`src/rtl/midi_cmd_master.sv`:
```
// MIDI byte stream to Avalon-MM synthesizer command master: parses note on/off and
// CC 123, queues 16-bit command words, issues one write per command. Optional MIDI_CHANNEL_FILTER_EN.
module midi_cmd_master #(
  parameter int P_FIFO_DEPTH = 4,
  parameter int P_CHANNEL    = 0
) (
  input  logic        clk,
  input  logic        reset,
  input  logic        i_byte_valid,
  input  logic [7:0]  i_byte_data,
  output logic        o_byte_ready,
  output logic        avm_m0_write,
  output logic [31:0] avm_m0_writedata,
  input  logic        avm_m0_waitrequest,
  output logic [15:0] o_cmd_count,
  output logic [1:0]  o_dbg_state
);

  // Handshakes: a byte transfers on a rising edge where i_byte_valid && o_byte_ready;
  // a command transfers on a rising edge where avm_m0_write && !avm_m0_waitrequest,
  // and write/writedata hold stable while waitrequest is high.

  localparam int AW = $clog2(P_FIFO_DEPTH);

  typedef enum logic [1:0] {ST_IDLE, ST_WAIT_D1, ST_WAIT_D2, ST_SKIP} state_t;

  state_t      state;
  logic [3:0]  rs_type;
  logic [3:0]  rs_chan;
  logic [6:0]  d1;

  logic [15:0] mem [P_FIFO_DEPTH];
  logic [AW-1:0] wr_ptr, rd_ptr;
  logic [AW:0]   count;

  logic fifo_full, fifo_empty, accept, is_status, is_realtime, chan_ok;
  logic cmd_ok, push, pop;
  logic [15:0] cmd_word;

  assign fifo_full   = (count == (AW+1)'(P_FIFO_DEPTH));
  assign fifo_empty  = (count == '0);
  assign o_byte_ready = !fifo_full;
  assign accept      = i_byte_valid && o_byte_ready;
  assign is_status   = i_byte_data[7];
  assign is_realtime = (i_byte_data[7:3] == 5'b11111);
  assign o_dbg_state = state;

`ifdef MIDI_CHANNEL_FILTER_EN
  assign chan_ok = (rs_chan == P_CHANNEL[3:0]);
`else
  logic unused_chan;
  assign chan_ok     = 1'b1;
  assign unused_chan = ^{rs_chan, P_CHANNEL[3:0]};
`endif

  // Command built from the held running status, latched d1 and the incoming d2.
  always_comb begin
    cmd_word = 16'h0000;
    cmd_ok   = 1'b0;
    case (rs_type)
      4'h9: begin
        cmd_ok   = chan_ok;
        cmd_word = (i_byte_data[6:0] != 7'd0) ? {1'b1, d1, 1'b0, i_byte_data[6:0]}
                                              : {1'b0, d1, 8'h00};
      end
      4'h8: begin
        cmd_ok   = chan_ok;
        cmd_word = {1'b0, d1, 1'b0, i_byte_data[6:0]};
      end
      4'hB: begin
        cmd_ok   = chan_ok && (d1 == 7'd123);
        cmd_word = 16'h7F00;
      end
      default: begin
        cmd_ok   = 1'b0;
        cmd_word = 16'h0000;
      end
    endcase
  end

  assign push = accept && !is_status && (state == ST_WAIT_D2) && cmd_ok;
  assign pop  = avm_m0_write && !avm_m0_waitrequest;

  always_ff @(posedge clk or negedge reset) begin
    if (!reset) begin
      state   <= ST_IDLE;
      rs_type <= 4'h0;
      rs_chan <= 4'h0;
      d1      <= 7'd0;
    end else if (accept) begin
      if (is_status) begin
        if (is_realtime) begin
          state <= state;
        end else if (i_byte_data[7:4] == 4'hF) begin
          state   <= ST_IDLE;
          rs_type <= 4'h0;
        end else begin
          rs_type <= i_byte_data[7:4];
          rs_chan <= i_byte_data[3:0];
          if (i_byte_data[7:4] == 4'h8 || i_byte_data[7:4] == 4'h9 || i_byte_data[7:4] == 4'hB)
            state <= ST_WAIT_D1;
          else
            state <= ST_SKIP;
        end
      end else begin
        case (state)
          ST_WAIT_D1: begin
            d1    <= i_byte_data[6:0];
            state <= ST_WAIT_D2;
          end
          ST_WAIT_D2: state <= ST_WAIT_D1;
          default:    state <= state;
        endcase
      end
    end
  end

  always_ff @(posedge clk) begin
    if (push) mem[wr_ptr] <= cmd_word;
  end

  always_ff @(posedge clk or negedge reset) begin
    if (!reset) begin
      wr_ptr      <= '0;
      rd_ptr      <= '0;
      count       <= '0;
      o_cmd_count <= 16'h0000;
    end else begin
      if (push) wr_ptr <= wr_ptr + 1'b1;
      if (pop) begin
        rd_ptr      <= rd_ptr + 1'b1;
        o_cmd_count <= o_cmd_count + 16'h0001;
      end
      case ({push, pop})
        2'b10:   count <= count + 1'b1;
        2'b01:   count <= count - 1'b1;
        default: count <= count;
      endcase
    end
  end

  // Outputs come straight from registered FIFO state so reset clears them immediately.
  assign avm_m0_write     = !fifo_empty;
  assign avm_m0_writedata = fifo_empty ? 32'h0 : {16'h0000, mem[rd_ptr]};

endmodule

```
`config.mk`:
```
export PLATFORM = sky130hd
export DESIGN_NAME = midi_cmd_master
export DESIGN_NICKNAME = d
export VERILOG_FILES = /design/src/rtl/midi_cmd_master.sv
export SDC_FILE = /design/constraint.sdc
export NUM_CORES = 1
export LEC_CHECK = 0
export CAP_MARGIN = 0
export CORE_UTILIZATION = 37
export DETAILED_ROUTE_END_ITERATION = 8
export PLACE_DENSITY = 0.64
export SLEW_MARGIN = 5
export SYNTH_ARGS = -nofsm -noshare
export SYNTH_HDL_FRONTEND = slang
export SYNTH_SLANG_ARGS = --single-unit
```
`constraint.sdc`:
```
create_clock -name clk -period 5.15 [get_ports clk]
set_input_delay 1.03 -clock clk [delete_from_list [all_inputs] [get_ports clk]]
set_output_delay 1.03 -clock clk [all_outputs]
set_load 0.05 [all_outputs]
```
== Yosys cells after proc, flatten, opt, wreduce, memory -nomap -nowiden ==
Memories as Yosys holds them, arrays and structs flattened.
Index checks and enable logic that the tools add are counted.

* Flip-flop bits (word level): 36
* RAM bits: 64
* Input bits: 12
* Output and inout port bits: 52
* Logic and storage cells: 62
* Memories kept: 1

* $add $sub $neg: 5
* Eq/ne operators: 15
* Mux-type cells: 13
* Bitwise logic cells: 2
* Reductions and logical operators: 19

{| class="wikitable"
|+ Memory list
! name !! words !! width !! rd ports !! clocked after Yosys merged registers in !! wr ports !! RTL line !! text
|-
| mem || 4 || 16 || 1 || 0 || 1 || 32 || <nowiki>logic [15:0] mem [P_FIFO_DEPTH];</nowiki>
|}

{| class="wikitable"
|+ Operators with widths
! operator !! number
|-
| 16-bit one-hot mux with 3 select lines || 1
|-
| 16-bit 2-to-1 mux || 2
|-
| 4-bit == test (second input constant) || 7
|-
| 16-bit by 1-bit adder with 16-bit output (second input constant) || 1
|-
| 3-bit AND reduction || 3
|-
| 2-bit 2-to-1 mux || 4
|-
| 7-bit == test (second input constant) || 1
|-
| 7-bit nonzero test || 1
|-
| 3-bit one-hot mux with 2 select lines || 1
|-
| 5-bit == test (second input constant) || 1
|-
| 1-bit logical AND || 5
|-
| 2-bit by 1-bit adder with 2-bit output (second input constant) || 2
|-
| 2-bit by 1-bit == test with 1-bit output (second input constant) || 2
|-
| 2-bit == test (second input constant) || 2
|-
| 1-bit zero test || 4
|-
| 4-bit 2-to-1 mux || 1
|-
| 2-bit one-hot mux with 2 select lines || 1
|-
| 3-bit by 1-bit adder with 3-bit output (second input constant) || 1
|-
| 3-bit == test (second input constant) || 1
|-
| 3-bit zero test || 1
|-
| 3-bit nonzero test || 1
|-
| 3-bit by 1-bit subtractor with 3-bit output (second input constant) || 1
|-
| 1-bit logical OR || 2
|-
| 1-bit 2-to-1 mux || 2
|-
| 5 further kinds || 6
|}

== Logic depth before layout (Yosys ltp) ==
Gate-level depths: netlist of run 1.

* Word-level depth: 8
* Mapped depth: 10
* Depth with buffers taken out: 10

== Least setup slack after synthesis of run 1 ==
OpenSTA, ideal clock, no wires.

* Path kind: reg-to-output
* Start: reg count[0]
* End: out avm_m0_writedata[10]
* Data arrival time: 1.741 ns
* Required time: 4.120 ns
* Setup slack: 2.379 ns
* Cell stages (with the launch flop): 5
* Path buffers: 1
* Path through: dfrtp_1 > nor3_1 > inv_1 > clkbuf_1 > and2_1

* Word-level cells in the longest chain between the ends: 2

{| class="wikitable"
|+ Ends and longest elaborated chain
! what !! RTL line !! text
|-
| from (decl) || 34 || <nowiki>logic [AW:0] count;</nowiki>
|-
| from (signal assigned) || 135 || <nowiki>2'b10: count <= count + 1'b1;</nowiki>
|-
| from (signal assigned) || 136 || <nowiki>2'b01: count <= count - 1'b1;</nowiki>
|-
| from (signal assigned) || 137 || <nowiki>default: count <= count;</nowiki>
|-
| 3-bit zero test || 41 || <nowiki>assign fifo_empty = (count == '0);</nowiki>
|-
| 16-bit 2-to-1 mux || 144 || <nowiki>assign avm_m0_writedata = fifo_empty ? 32'h0 : {16'h0000, mem[rd_ptr]};</nowiki>
|-
| to (decl) || 13 || <nowiki>output logic [31:0] avm_m0_writedata,</nowiki>
|}

Every way passes these cells.

== Final worst setup path of run 1 ==
* Start: reg rd_ptr[0]
* End: out avm_m0_writedata[11]

* Word-level cells in the longest chain between the ends: 2

{| class="wikitable"
|+ Ends and longest elaborated chain
! what !! RTL line !! text
|-
| from (decl) || 33 || <nowiki>logic [AW-1:0] wr_ptr, rd_ptr;</nowiki>
|-
| from (signal assigned) || 131 || <nowiki>rd_ptr <= rd_ptr + 1'b1;</nowiki>
|-
| memory read 4 x 16 bit || - ||
|-
| 16-bit 2-to-1 mux || 144 ||
|}

Every way passes these cells.

==> results.json, run 1 <==
{
  "io-pin-count": 64,
  "cts_tree": "yes",
  "drc_errors": 0,
  "dieArea_sq_mm": 0.0119,
  "hold_viol_final": 0,
  "drv_cap": 0,
  "mostFrequentLayoutCells": "60 x edfxtp_1, 46 x clkdlybuf4s50_1, 36 x dfrtp_1, 22 x and2_1, 17 x conb_1",
  "synthArstFlopShare": 0.375,
  "status": "complete, no violations",
  "fin_crit_ns": 3.90,
  "start_util": 0.386,
  "ys_types": 44,
  "ant_nets": 0,
  "setup_viol_count_final": 0,
  "ctsHoldBuffers": 0,
  "wire_per_inst_um": 15.5,
  "die_y_um": 109,
  "drt-initial-drc-count": 76,
  "ys_ff_latch": 96,
  "synth_flop_cell": "edfxtp_1",
  "grt_overflow": 0,
  "grt_pass1_vias": 2306,
  "min_period_over_period": 0.758,
  "root_buffer": "clkbuf_16",
  "powerDensity_mw_per_mm2": 595,
  "yosysSeqAreaShare": 0.638,
  "antenna_found_initial": 0,
  "synth_edf_count": 60,
  "track_usage": 0.139,
  "crit_arrival_ns": 2.87,
  "rows": 38,
  "syn_to_final_growth_pct": 20.3,
  "num_vias": 2279,
  "cts.clk_slew.worst_paths_ns": 0.07,
  "grt_max_degree": 37,
  "clockBufferDepth": 2,
  "syn_area_sq_mm": 0.00424,
  "peakVddDrop_mv": 0.414,
  "maxSlewHeadroom": 0.280,
  "fmax_mhz": 256,
  "setup_tns_ns": 0,
  "critical_path.max_fanout": 17,
  "p_total_w": 0.00304,
  "dp.final_hpwl_um": 4940,
  "die_x_um": 109,
  "drive_above_1_share": 0.156,
  "leakagePower_nw": 1.94,
  "drt-total-wl_um": 7330,
  "synth_warnings": 0,
  "crit_type": "reg -> out",
  "avgViaCountPerCell": 4.82,
  "cp-start-kind": "flop",
  "netlist_instances": 277,
  "place.gp.congestion": 0.762,
  "layout.cells.most_common": "edfxtp_1",
  "insertion_delay_ns": 0.33,
  "cts_buffers": 9,
  "maxSlewViolCount": 0,
  "grt_setup_unrepaired": "false",
  "holdCritPathClass": "reg -> reg",
  "worst_pin_slew_ns": 1.08,
  "fp.coreArea_sq_mm": 0.0110,
  "syn_area_per_cell_sq_um": 15.3,
  "required_ns": 4.12,
  "first_pass_iters": 4,
  "h-tree-depth": 3,
  "grt_pass1_wl_um": 12100,
  "end_kind": "primary output",
  "fin_worst_skew_ns": 0.00863,
  "cts_resized": 0,
  "post_cts_buffers": 0,
  "portBuffers": 46,
  "num_antenna_cells": 0,
  "fin_nets": 347,
  "cts.sinks": 96
}
final cells by class:
class,count,area [sq um]
sequential,96,2700
clock inverter,6,75.1
tap,140,175
multi-input combinational,164,1410
clock buffer,10,229
inverter,10,37.5
timing repair buffer,47,468
fill,980,5880
synth_stat cells (2+ instances only):
cell type	count	area, sq um
a21o_1	8	60.1
a22o_1	2	17.5
and2_1	22	138
and2_2	4	30.0
and3_1	2	12.5
buf_2	2	10.0
buf_4	17	128
clkbuf_1	3	11.3
dfrtp_1	36	901
edfxtp_1	60	1800
ha_1	6	75.1
inv_1	10	37.5
mux2_2	8	90.1
mux4_2	15	338
nand2_1	12	45.0
nand3_1	6	30.0
nand4_1	5	31.3
nor2_1	8	30.0
nor3_1	4	20.0
nor4_1	3	18.8
o21ai_0	2	10.0
xnor2_1	15	131
xor2_1	6	52.6
final timing paths:
kind | startpoint | end | slack [ns] | cells past startpoint
max | rd_ptr[0]$_DFFE_PN0P_ | avm_m0_writedata[11] | 1.25 | 3
max reg2reg | rs_type[2]$_DFFE_PN0P_ | count[2]$_DFFE_PN0P_ | 2.43 | 10
min in group asynchronous | reset | o_cmd_count[6]$_DFFE_PN0P_ | 1.11 | 2
min reg2reg | o_cmd_count[15]$_DFFE_PN0P_ | o_cmd_count[15]$_DFFE_PN0P_ | 0.49 | 1
max in group asynchronous | reset | o_dbg_state[0]$_DFFE_PN0P_ | 3.71 | 2
min | o_cmd_count[15]$_DFFE_PN0P_ | o_cmd_count[15]$_DFFE_PN0P_ | 0.49 | 1
logic make-up after synthesis:
family | share of synthesized area
AO/OA/AOI/OAI | 0.0393
XOR/XNOR | 0.0434
adder cells (fa/ha/maj) | 0.0224
buffers and inverters | 0.0449
flip-flops | 0.638
multiplexers | 0.107
other | 0.000885
AND/OR/NAND/NOR | 0.105
critical path, cell delays in order (launching register included):
cell             delay (ns)
dfrtp_1                1.06
mux4_2                 0.62
and2_1                 0.17
clkdlybuf4s50_1        0.69
flip-flops by register name, indices dropped and copies added, names as in the netlist:
name and count:
rd_ptr 2, rs_type 4, count 3, wr_ptr 2
o_dbg_state 2, mem 60, d1 7, o_cmd_count 16
per-layer routing:
layer  vias up  global-route usage  wire length [um]
met5         -                   0                 0
met4         0              0.0483                92
met3         6              0.0460               386
met2        71               0.214              3480
met1      1117               0.184              3380
li1       1085                   -                 -
power breakdown:
group          switching (W)  internal [W]
clock network       0.000286      0.000384
logic               0.000722      0.000495
registers           0.000173      0.000975
stage by stage:
| step | hold slack (ns) | setup WS, ns | cell area [sq um] | instances | util |
|---|---|---|---|---|---|
| after floorplan | 0.457 | 2.38 | 4300 | 293 | - |
| after global routing | 0.517 | 1.05 | 5100 | 473 | 0.464 |
| after CTS | 0.496 | 1.17 | 5100 | 473 | 0.464 |
| final | 0.490 | 1.25 | 5100 | 473 | 0.464 |
| after global placement | 0.470 | 1.55 | 4790 | 457 | 0.437 |
| after detailed placement | 0.478 | 1.54 | 4790 | 457 | 0.437 |
Power figures use the tool's default switching activity.
==> run 2: changes to the inputs <==
clock period = 3.6 ns   (was 5.15 ns; I/O delays follow)
==> run 2 against run 1 <==
- wire length is 7.0% higher
- critical path depth up 1
- via count increased by 5.1%
- worst setup slack worse by 0.91 ns
- register-to-register slack worse by 1.6 ns
- sequential share of layout area decreased by 0.22 points
- non-clock buffer count up 3
- first-iteration DRC count rose by 34%
- clock skew decreased by 0.0013 ns
- largest cell class unchanged
==> results.json, run 2 (synthesis gave the netlist of run 1 again) <==
{
  "p_clk_frac": 0.211,
  "dp.final_hpwl_um": 5080,
  "avgViaCountPerCell": 5.03,
  "cts_buffers": 9,
  "cts.clk_slew.worst_paths_ns": 0.07,
  "leakagePower_nw": 1.95,
  "drive_above_1_share": 0.170,
  "num_antenna_cells": 0,
  "place.gp.congestion": 0.734,
  "rows": 38,
  "crit_type": "reg -> out",
  "fin_nets": 350,
  "cts.sinks": 96,
  "maxSlewViolCount": 0,
  "die_x_um": 109,
  "maxSlewHeadroom": 0.394,
  "drt-total-wl_um": 7850,
  "worst_pin_slew_ns": 0.901,
  "grt_pass1_wl_um": 12700,
  "wire_per_inst_um": 16.5,
  "setup_viol_count_final": 0,
  "mostFrequentLayoutCells": "60 x edfxtp_1, 46 x clkdlybuf4s50_1, 36 x dfrtp_1, 22 x and2_1, 17 x conb_1",
  "fillers": 981,
  "end_kind": "primary output",
  "clockBufferDepth": 2,
  "fmax_mhz": 306,
  "grt_max_degree": 37,
  "layout.cells.most_common": "edfxtp_1",
  "largest_reg_flops": 60,
  "status": "complete, no violations",
  "p_sw_frac": 0.400,
  "ant_nets": 0,
  "antenna_found_initial": 0,
  "reg_top3": "mem x60, o_cmd_count x16, d1 x7",
  "finalHoldWorstSlack_ns": 0.474,
  "portBuffers": 46,
  "cp-start-kind": "flop",
  "top_register": "mem",
  "placed_area_sq_mm": 0.00483,
  "grt_overflow": 0,
  "holdCritPathClass": "reg -> reg",
  "pwr-share-seq": 0.361,
  "stdcell_area_sq_mm": 0.00512,
  "dieArea_sq_mm": 0.0119,
  "powerDensity_mw_per_mm2": 853,
  "io-pin-count": 64,
  "intPower_w": 0.00262,
  "track_usage": 0.147,
  "fin_worst_skew_ns": 0.00731,
  "drt-initial-drc-count": 102,
  "grt_setup_unrepaired": "false",
  "num_vias": 2396,
  "fp.coreArea_sq_mm": 0.0110,
  "h-tree-depth": 3,
  "required_ns": 2.88,
  "grt_pass1_vias": 2332,
  "fin_crit_ns": 3.26,
  "ctsHoldBuffers": 0,
  "cts_tree": "yes",
  "critical_path.max_fanout": 16,
  "insertion_delay_ns": 0.34,
  "crit_arrival_ns": 2.54,
  "drv_cap": 0,
  "die_y_um": 109,
  "peakVddDrop_mv": 0.573,
  "syn_to_final_growth_pct": 20.8,
  "p_switching_w": 0.00175,
  "min_period_over_period": 0.907,
  "hold_viol_final": 0,
  "root_buffer": "clkbuf_16",
  "drc_errors": 0,
  "start_util": 0.386,
  "first_pass_iters": 4,
  "combPwrFrac": 0.428,
  "setup_tns_ns": 0
}
run 2: layout make-up:
| class | instances | area (sq um) | share of cell area |
|---|---|---|---|
| Sequential cell | 96 | 2700 | 0.528 |
| Multi-Input combinational cell | 164 | 1410 | 0.276 |
| Tap cell | 140 | 175 | 0.0342 |
| Clock inverter | 7 | 65.1 | 0.0127 |
| Inverter | 10 | 37.5 | 0.00733 |
| Clock buffer | 9 | 225 | 0.0440 |
| Timing Repair Buffer | 50 | 503 | 0.0982 |
run 2: repair_timing:
action / 4_1_cts / 5_1_grt
buffers inserted: 0 / 0
setup endpoints to repair: 0 / 15
gates resized for setup: 0 / 1
run 2: per-layer routing:
layer  vias to the layer above  share of wire  GRT usage
li1                       1095              -          -
met2                        79           0.45      0.225
met5                         -              0          0
met1                      1215           0.49      0.209
met4                         0         0.0083     0.0376
met3                         7          0.056     0.0371
run 2: metrics by stage:
step | util | power, W | setup WS (ns) | cells
finish | 0.466 | 0.00436 | 0.336 | 476
global route | 0.466 | 0.00459 | 0.0990 | 476
CTS | 0.466 | 0.00441 | 0.111 | 476
detailed placement | 0.440 | 0.00349 | 0.443 | 460
global placement | 0.440 | 0.00345 | 0.524 | 460
floorplan | - | 0.00291 | 1.07 | 293
run 2: critical path: stages (launching register included):
cell,delay (ns)
dfrtp_1,0.40
nor3_1,0.57
inv_2,0.30
and2_1,0.23
clkdlybuf4s50_1,0.70
run 2: final timing paths:
check	startpoint	to	slack (ns)	cells past startpoint
worst min-delay path	o_cmd_count[15]$_DFFE_PN0P_	o_cmd_count[15]$_DFFE_PN0P_	0.47	1
worst max register to register	rs_type[2]$_DFFE_PN0P_	count[2]$_DFFE_PN0P_	0.84	10
worst min register to register	o_cmd_count[15]$_DFFE_PN0P_	o_cmd_count[15]$_DFFE_PN0P_	0.47	1
worst max-delay path	count[2]$_DFFE_PN0P_	avm_m0_writedata[10]	0.34	4
min in group asynchronous	reset	o_cmd_count[2]$_DFFE_PN0P_	0.80	2
max in group asynchronous	reset	o_cmd_count[11]$_DFFE_PN0P_	2.48	2
run 2: power groups by stage:
| stage | clock network [W] | registers, W | logic [W] |
|---|---|---|---|
| after floorplan | 0 | 0.00171 | 0.00120 |
| after CTS | 0.000938 | 0.00158 | 0.00190 |
| after global routing | 0.000981 | 0.00160 | 0.00200 |
| after global placement | 0 | 0.00159 | 0.00186 |
| final | 0.000920 | 0.00158 | 0.00187 |
| after detailed placement | 0 | 0.00160 | 0.00189 |
